File: config.mk
export PLATFORM = sky130hd
export DESIGN_NAME = if_id_skid_stage
export DESIGN_NICKNAME = d
export VERILOG_FILES = /design/src/rtl/if_id_skid_stage.sv
export SDC_FILE = /design/constraint.sdc
export NUM_CORES = 1
export LEC_CHECK = 0
export BUFFER_PORTS_ARGS = -buffer_cell sky130_fd_sc_hd__buf_2
export CAP_MARGIN = 40
export CELL_PAD_IN_SITES_DETAIL_PLACEMENT = 1
export CELL_PAD_IN_SITES_GLOBAL_PLACEMENT = 2
export CORE_ASPECT_RATIO = 1.2
export CORE_MARGIN = 2
export CORE_UTILIZATION = 38
export CTS_CLUSTER_DIAMETER = 60
export DETAILED_ROUTE_END_ITERATION = 8
export GPL_ROUTABILITY_DRIVEN = 0
export PLACE_DENSITY_LB_ADDON = 0.1
export SLEW_MARGIN = 20
export SYNTH_ARGS = -nofsm -noshare
export SYNTH_HDL_FRONTEND = slang
export SYNTH_SLANG_ARGS = --single-unit
File: constraint.sdc
create_clock -name clk -period 2.61 [get_ports clk]
set_clock_uncertainty 0.2 [all_clocks]
set_input_delay 0.522 -clock clk [delete_from_list [all_inputs] [get_ports clk]]
set_output_delay 0.522 -clock clk [all_outputs]
set_load 0.05 [all_outputs]
File: src/rtl/if_id_skid_stage.sv
// if_id_skid_stage: IF/ID pipeline register with a one-entry skid buffer and a registered in_ready.
// Optional back-pressure counter output stall_cnt is enabled by defining IF_ID_STALL_CNT_EN.
module if_id_skid_stage #(
  parameter int              XLEN = 32,
  parameter logic [XLEN-1:0] NOP  = 'h13
) (
  input  logic            clk,
  input  logic            rst,
  input  logic            flush,
  input  logic            in_valid,
  output logic            in_ready,
  input  logic [XLEN-1:0] in_pc,
  input  logic [XLEN-1:0] in_inst,
  output logic            out_valid,
  input  logic            out_ready,
  output logic [XLEN-1:0] out_pc,
  output logic [XLEN-1:0] out_inst
`ifdef IF_ID_STALL_CNT_EN
  ,
  output logic [15:0]     stall_cnt
`endif
);
  typedef enum logic [1:0] {EMPTY, FULL, SKID} state_t;
  state_t          r_state, w_next;
  logic            r_in_ready;
  logic [XLEN-1:0] r_main_pc, r_main_inst, r_skid_pc, r_skid_inst;
  logic            w_in_fire, w_out_fire, w_load_main, w_load_skid, w_main_from_skid;
  assign out_valid  = r_state != EMPTY;
  assign in_ready   = r_in_ready;
  assign out_pc     = r_main_pc;
  assign out_inst   = out_valid ? r_main_inst : NOP;
  assign w_in_fire  = in_valid & r_in_ready;
  assign w_out_fire = out_valid & out_ready;
  always_comb begin
    w_next           = r_state;
    w_load_main      = 1'b0;
    w_load_skid      = 1'b0;
    w_main_from_skid = 1'b0;
    if (flush) w_next = EMPTY;
    else
      case (r_state)
        EMPTY: begin
          w_load_main = w_in_fire;
          w_next      = w_in_fire ? FULL : EMPTY;
        end
        FULL: begin
          w_load_main = w_in_fire & w_out_fire;
          w_load_skid = w_in_fire & ~w_out_fire;
          w_next      = w_load_skid ? SKID : (w_out_fire & ~w_in_fire) ? EMPTY : FULL;
        end
        SKID: begin
          w_main_from_skid = out_ready;
          w_next           = out_ready ? FULL : SKID;
        end
        default: w_next = EMPTY;
      endcase
  end
  // in_ready is derived from the next state so it never depends combinationally on out_ready
  always_ff @(posedge clk or negedge rst) begin
    if (!rst) begin
      r_state     <= EMPTY;
      r_in_ready  <= 1'b1;
      r_main_pc   <= '0;
      r_main_inst <= NOP;
      r_skid_pc   <= '0;
      r_skid_inst <= '0;
    end else begin
      r_state    <= w_next;
      r_in_ready <= w_next != SKID;
      if (w_load_main) begin
        r_main_pc   <= in_pc;
        r_main_inst <= in_inst;
      end else if (w_main_from_skid) begin
        r_main_pc   <= r_skid_pc;
        r_main_inst <= r_skid_inst;
      end
      if (w_load_skid) begin
        r_skid_pc   <= in_pc;
        r_skid_inst <= in_inst;
      end
    end
  end
`ifdef IF_ID_STALL_CNT_EN
  logic [15:0] r_stall_cnt;
  assign stall_cnt = r_stall_cnt;
  always_ff @(posedge clk or negedge rst) begin
    if (!rst) r_stall_cnt <= '0;
    else if (out_valid & ~out_ready & (r_stall_cnt != 16'hFFFF)) r_stall_cnt <= r_stall_cnt + 16'd1;
  end
`endif
endmodule

==> flow_summary.ini, run 1 <==
[status]
status = finished clean

[sta]
slew_viol_final = 0
setup_tns_ps = 0
worstMarginPinSlew_ps = 608
max_freq_mhz = 410
period_needed_ps = 2440
hold_ws_ps = 145
rsz0062_at_grt = no
final_hold_viol_count = 0
period_share = 0.935
finalSetupViolations = 0
slew_headroom = 0.594

[synth]
avgSynthCellArea_um2 = 15.7
ys_types = 21
synth_fp_nets = 467
synth_area_um2 = 6220
async_flop_share = 1.00
synth_top_area_cell = dfrtp_1
synth.most_common_cell = dfrtp_1
synth_cells = 396
yosysTopAreaCellShare = 0.511
yosys_register_bits = 131
ys.warnings.count = 0
synth_ff_type = dfrtp_1
synth.area.top_cells = dfrtp_1, mux2_2, mux2_4
synth_edf_count = 0
seq_area_frac_synth = 0.528
synth_top_cells_by_count = dfrtp_1, mux2_2, mux2_4, and2_1, buf_2

[critical_path]
cp-end-kind = output port
critPathLaunch = r_state[0]
reg2reg_from = r_state[0]
critPathMaxFanout = 33
crit_path_start_kind = flop
path_class = flop to output port
worstPathArrival_ps = 1720
critPathRequiredTime_ps = 1890
rr_worst_depth = 8

[die]
die_area_um2 = 17400
placementRows = 51
ioPinCount = 135
initial_core_util = 0.385
fp.dieW_um = 121
die_y_um = 144
core_area_um2 = 16100

[hold_path]
hold_path_startpoint = in_pc[30]
hold_class = primary input to flop
holdPathStages = 2

[power]
power_density_nw_per_um2 = 1040
leakagePower_nw = 3.70
ir_drop_v = 0.000425

[routing]
drt-pass1-iter-count = 4
post_drt_wl_per_cell_um = 17.7
detail-route-antenna-nets = 0
drc = 0
vias_per_cell = 4.81
drt-initial-drc-count = 140
routed_wl_um = 13500
vias = 3673

[global_routing]
antenna_found_initial = 1
gr-total-overflow = 0
grt_pass1_vias = 4238
grt_pass1_wl_um = 22400
grt_usage = 0.168
grt_max_degree = 61

[layout]
finalNonFillerCells = 764
final_area_um2 = 7810
syn_to_final_growth_pct = 25.6
final_nets = 609
drive_gt1_frac = 0.684

[place]
detailed_place_hpwl_um = 9090
port_buffers = 134
placed_area_um2 = 7210
numPlacedInstances = 730

[run]
maxCapViolCount = 0

[clock_network]
postCtsSetupBuffers = 0
worstSkewPairLatency_ps = 420
clk_pin_slew_ps = 60
clk_path_buf_depth = 2
htree_num_levels = 4
root_buffer = clkbuf_16
tritoncts = built
cts_sinks = 131
cts_buffers = 17
[flip-flops by register name (all words and copies together), names as in the netlist]
signal       count
out_pc          32
r_main_inst     32
r_skid_inst     32
r_skid_pc       32
r_state          2
in_ready         1
[critical path, stage by stage (launching register included)]
cell and delay, ps:
dfrtp_1 420, or2_1 260, buf_6 190, nand2b_1 140
buf_2 280
[cells in the final DEF, fill, tap and decap left out, types with 2 or more instances in the layout]
master      instances
inv_6               2
and2_1             31
clkinv_4            5
dfstp_2             4
ha_1                2
clkinvlp_4          3
clkbuf_16          17
dfrtp_1           127
buf_12              8
buf_4               2
bufinv_16           2
mux2_4             76
nand3b_1            3
nand2b_1            4
clkinv_2            3
buf_2             133
buf_6               2
mux2_2            116
[cell families (layout without fill, tap and decap cells)]
| family | Yosys count | count (layout) | share of synthesized area |
|---|---|---|---|
| muxes | 192 | 192 | 0.394 |
| DFF | 131 | 131 | 0.528 |
| and+or+nand+nor | 44 | 44 | 0.0467 |
| buffers and inverters | 24 | 179 | 0.0239 |
| AOI/OAI and AO/OA | 3 | 3 | 0.00362 |
| adders and majority gates | 2 | 2 | 0.00402 |
| other | 0 | 1 | 0 |
[area by class of cell]
type                       instances  area (µm²)
antenna                            1        2.50
fill                            1654        8330
tap                              212         265
sequential                       131        3280
multi-input combinational        241        2800
inverter                           1        3.75
clock inverter                    15         159
timing repair buffer             146         873
clock buffer                      17         425
[what timing repair did]
action / in CTS / in global routing
hold endpoints to repair: 54 / 0
setup endpoints to repair: 0 / 7
hold buffers: 1 / 0
gates resized for setup: 0 / 1
[path summary, 6_finish.rpt]
path / to / slack (ps)
worst max-delay path: out_inst[0] / 170
worst min-delay path: out_pc[30] / 150
worst max register to register: r_skid_pc[29] / 250
worst min register to register: r_skid_pc[22] / 300
max in group asynchronous: out_pc[3] / 1080
min in group asynchronous: r_main_inst[9] / 470
[power by group]
part           leakage [nW]  switching [mW]  total (mW)  internal [mW]
Sequential             1.56           0.372        3.14           2.77
Clock                 0.280           0.931        2.34           1.41
Combinational          1.86            1.37        2.62           1.25
[per-stage QoR]
step,utilization,power (mW),setup slack (ps)
after CTS,0.483,8.22,55.4
after detailed placement,0.447,5.83,244
after floorplan,-,5.17,129
final,0.484,8.11,169
after global routing,0.484,8.55,60.1
after global placement,0.447,5.69,256
[per-layer routing]
metal	vias up	track usage	part of all wire	routed length, µm
met5	-	0	0	0
met4	0	0.0643	0.013	172
met3	12	0.0662	0.066	889
met2	89	0.293	0.52	6980
met1	1881	0.185	0.40	5460
li1	1691	-	-	-
Power figures use the tool's default switching activity.
==> run 2, diff against run 1 <==
==> config.mk (replaced) <==
export PLATFORM = sky130hd
export DESIGN_NAME = if_id_skid_stage
export DESIGN_NICKNAME = d
export VERILOG_FILES = /design/src/rtl/if_id_skid_stage.sv
export SDC_FILE = /design/constraint.sdc
export NUM_CORES = 1
export LEC_CHECK = 0
export ABC_AREA = 1
export BUFFER_PORTS_ARGS = -buffer_cell sky130_fd_sc_hd__buf_2
export CAP_MARGIN = 40
export CORE_ASPECT_RATIO = 1.2
export CORE_MARGIN = 2
export CORE_UTILIZATION = 39
export CTS_CLUSTER_DIAMETER = 60
export DETAILED_ROUTE_END_ITERATION = 8
export GPL_ROUTABILITY_DRIVEN = 0
export SLEW_MARGIN = 20
export SYNTH_ARGS = -nofsm -noshare
export SYNTH_HDL_FRONTEND = slang
export SYNTH_SLANG_ARGS = --single-unit
==> flow_summary.ini, run 2 <==
[routing]
vias_per_cell = 4.57
vias = 5438
detail-route-antenna-nets = 0
drc = 0
routed_wl_um = 15300
drt-pass1-iter-count = 4
post_drt_wl_per_cell_um = 12.9
drt-initial-drc-count = 356

[run]
maxCapViolCount = 0

[global_routing]
grt_pass1_vias = 5085
grt_util_met3 = 0.0468
grt_usage = 0.187
grt_max_degree = 70
grt_use_met1 = 0.244
grt_pass1_wl_um = 25400
use_met2 = 0.302
top_usage_layer = met2
antenna_found_initial = 0
gr-total-overflow = 0

[synth]
synth_ff_type = dfrtp_1
yosysTopAreaCellShare = 0.501
synth_cells = 845
synth.area.top_cells = dfrtp_1, nand2_1, inv_1
synth_fp_nets = 916
synth_edf_count = 0
synth.most_common_cell = nand2_1
seq_area_frac_synth = 0.518
ys.warnings.count = 0
ys_types = 23
yosys_register_bits = 131
async_flop_share = 1.00
synth_top_cells_by_count = nand2_1, dfrtp_1, inv_1, nand3_1, o21ai_0
synth_top_area_cell = dfrtp_1
synth_area_um2 = 6340
avgSynthCellArea_um2 = 7.50

[critical_path]
critPathBufInv = 3
rrSetupSlack_ps = 590
path_class = flop to output port
cp-end-kind = output port
reg2reg_from = in_ready
critPathMaxFanout = 20
r2r_end = out_pc[22]
worstPathArrival_ps = 1730
crit_path_start_kind = flop
critPathTopFamily = buffers and inverters
rr_worst_depth = 9
slowest_stage = dfrtp_1
crit_cells = 5
critPathMaxStageDelay_ps = 460
crit_chain = nor2_4 > buf_6 > buf_4 > nor2_1 > buf_2
critPathRequiredTime_ps = 1890

[sta]
setup_tns_ps = 0
period_share = 0.939
period_needed_ps = 2450
rsz0062_at_grt = no
finalSetupViolations = 0
max_freq_mhz = 408
slew_viol_final = 0
worstMarginPinSlew_ps = 501
final_hold_viol_count = 0
slew_headroom = 0.666

[clock_network]
root_buffer = clkbuf_16
htree_num_levels = 4
clk_pin_slew_ps = 50
cts_sinks = 131
tritoncts = built
clk_path_buf_depth = 2
worstSkewPairLatency_ps = 420
postCtsSetupBuffers = 0
cts_buffers = 17

[power]
power_frac_comb = 0.287
clkPwrFrac = 0.298
ir_drop_v = 0.000429
power_density_nw_per_um2 = 936
p_sw_mw = 2.67
leakagePower_nw = 4.52
p_total_mw = 7.27
p_seq_frac = 0.416
internal_power_mw = 4.60
switching_share = 0.367

[place]
port_buffers = 134
detailed_place_hpwl_um = 9710

[die]
die_area_um2 = 17300
initial_core_util = 0.394
core_area_um2 = 16100
ioPinCount = 135
placementRows = 51
fp.dieW_um = 120
die_y_um = 144

[layout]
final_util = 0.483
final_common_cell = nand2_1
final_nets = 1038
fill_cells = 1665
drive_gt1_frac = 0.197
layout_common_cells = nand2_1, buf_2, dfrtp_1
syn_to_final_growth_pct = 22.6
antennaDiodeCount = 0

[hold_path]
hold_path_startpoint = in_pc[18]
hold_end = r_skid_pc[18]
hold_class = primary input to flop
holdPathStages = 3

[status]
status = finished clean
## run 2: changes by cell type in the layout (fill, tap and decap cells not counted), sizes merged, moves of 65 or more
cell	previous run	this run
inv	3	101
mux2	192	0
nand2	1	392
nand3	0	68
o21ai	0	65
## run 2: metrics by stage
step / hold slack, ps / worst slack (ps) / instances / area [µm²]
3_3_place_gp: 257 / 454 / 1159 / 7220
3_5_place_dp: 256 / 442 / 1159 / 7220
5_1_grt: 158 / 41.6 / 1191 / 7770
6_report: 162 / 160 / 1191 / 7770
2_1_floorplan: 26.4 / 510 / 845 / 6340
4_1_cts: 142 / 52.9 / 1191 / 7770
## run 2: final cells by class
type                       instances  area [µm²]  area share
clock buffer                      27         513      0.0660
clock inverter                     4        22.5     0.00290
inverter                         101         379      0.0488
multi-input combinational        564        2370       0.304
sequential                       131        3280       0.422
tap                              212         265      0.0341
timing repair buffer             152         943       0.121
## run 2: tightest hold or removal path: stages
cell and delay [ps]:
buf_2 90, inv_1 60, o21ai_1 60
## run 2: logic make-up after synthesis
logic type               share of synthesized area
AND/OR/NAND/NOR                              0.317
buffers and inverters                        0.109
flip-flops                                   0.518
AO/OA/AOI/OAI                               0.0525
adder cells (fa/ha/maj)                    0.00395
## run 2: what timing repair did
item | 4_1_cts | 5_1_grt
endpoints found under the setup margin | 0 | 15
hold buffers | 1 | 0
endpoints found under the hold margin | 45 | 0
resized for setup | 0 | 1
## run 2: per-layer routing
metal / vias up / share of wire
met3: 13 / 0.046
li1: 2793 / -
met1: 2513 / 0.46
met2: 119 / 0.48
met4: 0 / 0.015
met5: - / 0
## run 2: worst max path at each step
| stage | startpoint | to | slack [ps] |
|---|---|---|---|
| floorplan | r_state[1] | out_inst[22] | 510 |
| global placement | out_ready | out_pc[8] | 450 |
| detailed placement | out_ready | out_pc[25] | 440 |
| CTS | r_state[1] | out_inst[29] | 50 |
| global route | r_state[1] | out_inst[25] | 40 |
| finish | r_state[1] | out_inst[29] | 160 |
## run 2: power by group through the flow
stage               Clock [mW]  Combinational, mW  Sequential [mW]
floorplan                    0               1.11             3.46
global placement             0               2.08             3.04
detailed placement           0               2.11             3.05
CTS                       2.21               2.12             3.02
global route              2.32               2.33             3.10
finish                    2.17               2.08             3.02
==> run 3, diff against run 2 <==
--- a/config.mk
+++ b/config.mk
@@ -5,13 +5,11 @@
 export SDC_FILE = /design/constraint.sdc
 export NUM_CORES = 1
 export LEC_CHECK = 0
-export ABC_AREA = 1
 export BUFFER_PORTS_ARGS = -buffer_cell sky130_fd_sc_hd__buf_2
 export CAP_MARGIN = 40
 export CORE_ASPECT_RATIO = 1.2
 export CORE_MARGIN = 2
 export CORE_UTILIZATION = 39
-export CTS_CLUSTER_DIAMETER = 60
 export DETAILED_ROUTE_END_ITERATION = 8
 export GPL_ROUTABILITY_DRIVEN = 0
 export SLEW_MARGIN = 20
==> flow_summary.ini, run 3 (synthesis gave the netlist of run 1 again) <==
[critical_path]
critPathRequiredTime_ps = 1890
cp-end-kind = output port
crit_path_start_kind = flop
crit_chain = or2_0 > buf_6 > and2_1 > buf_2
critPathMaxFanout = 33
path_class = flop to output port
critPathBufInv = 2
slowest_stage = dfrtp_1
critPathMaxStageDelay_ps = 420
critPathTopFamily = buffers and inverters
worstPathArrival_ps = 1730

[clock_network]
tritoncts = built
cts_buffers = 17
worstSkewPairLatency_ps = 400
postCtsSetupBuffers = 0
clk_path_buf_depth = 2
cts_sinks = 131
root_buffer = clkbuf_16
htree_num_levels = 4
clk_pin_slew_ps = 60

[sta]
period_share = 0.941
worstMarginPinSlew_ps = 444
final_hold_viol_count = 0
slew_viol_final = 0
rsz0062_at_grt = no
max_freq_mhz = 407
slew_headroom = 0.704
finalSetupViolations = 0
setup_tns_ps = 0
period_needed_ps = 2460

[routing]
detail-route-antenna-nets = 0
vias = 3652
drt-initial-drc-count = 104
drt-pass1-iter-count = 4
vias_per_cell = 4.81
drc = 0
post_drt_wl_per_cell_um = 16.8
routed_wl_um = 12800

[layout]
layout_common_cells = buf_2, dfrtp_1, mux2_2
final_util = 0.505
drive_gt1_frac = 0.684
finalNonFillerCells = 759
fill_cells = 1366
antennaDiodeCount = 0
syn_to_final_growth_pct = 26.4
final_common_cell = buf_2
final_nets = 609
final_area_um2 = 7860

[run]
maxCapViolCount = 0

[place]
numPlacedInstances = 726
detailed_place_hpwl_um = 8290
port_buffers = 134
placed_area_um2 = 7190

[global_routing]
grt_pass1_wl_um = 21000
grt_pass1_vias = 4068
grt_max_degree = 82
grt_usage = 0.159
antenna_found_initial = 0
gr-total-overflow = 0

[power]
p_total_mw = 8.35
power_density_nw_per_um2 = 1060
ir_drop_v = 0.000682
leakagePower_nw = 3.72

[die]
die_y_um = 142
fp.dieW_um = 119
ioPinCount = 135
placementRows = 50
die_area_um2 = 17000
core_area_um2 = 15600
initial_core_util = 0.399

[status]
status = finished clean

[hold_path]
hold_class = primary input to flop
## run 3: changes by cell type in the layout (fill, tap and decap cells not counted), moves of 55 or more
| cell | previous run | this run |
|---|---|---|
| inv_1 | 99 | 1 |
| mux2_2 | 0 | 116 |
| mux2_4 | 0 | 76 |
| nand2_1 | 388 | 1 |
| nand3_1 | 67 | 0 |
| o21ai_0 | 55 | 0 |
## run 3: worst paths after layout
path / cells past startpoint / slack (ps) / from / endpoint
hold / removal: 2 / 160 / in_pc[28] / out_pc[28]
hold reg to reg: 1 / 300 / r_skid_inst[31] / r_skid_inst[31]
setup / recovery: 4 / 150 / r_state[1] / out_inst[19]
max in group asynchronous: 3 / 1080 / rst / r_main_inst[4]
min in group asynchronous: 2 / 390 / rst / r_skid_pc[30]
setup reg to reg: 7 / 220 / r_state[0] / out_pc[27]
## run 3: where the power goes
part           switching (mW)  total [mW]  internal [mW]
clock                   0.896        2.61           1.72
sequential              0.363        3.13           2.77
combinational            1.36        2.60           1.25
total                    2.62        8.35           5.73
## run 3: layout make-up
cell class,count,area (µm²),share of cell area
clock buffers,18,439,0.0559
clock inverters,14,210,0.0267
inverters,1,3.75,0.000478
multi-input cells,241,2800,0.356
flip-flops and latches,131,3280,0.418
well taps,208,260,0.0331
repair buffers,146,865,0.110
## run 3: repair_timing
| action | CTS | global route |
|---|---|---|
| hold buffers | 1 | 0 |
| resized for setup | 0 | 2 |
| endpoints found under the hold margin | 31 | 0 |
| setup endpoints to repair | 0 | 19 |
## run 3: metrics by stage
step                setup WS [ps]  hold WS, ps
global route                 15.2          136
detailed placement            135          245
finish                        153          155
floorplan                     129         26.4
CTS                          46.9          130
global placement              194          247
## run 3: layer usage
layer	global-route usage	share of wire	routed length, µm	up-vias
met5	0	0	0	-
met4	0.0451	0.0097	124	0
met3	0.0537	0.054	689	9
met2	0.259	0.49	6220	91
met1	0.201	0.45	5720	1869
li1	-	-	-	1683
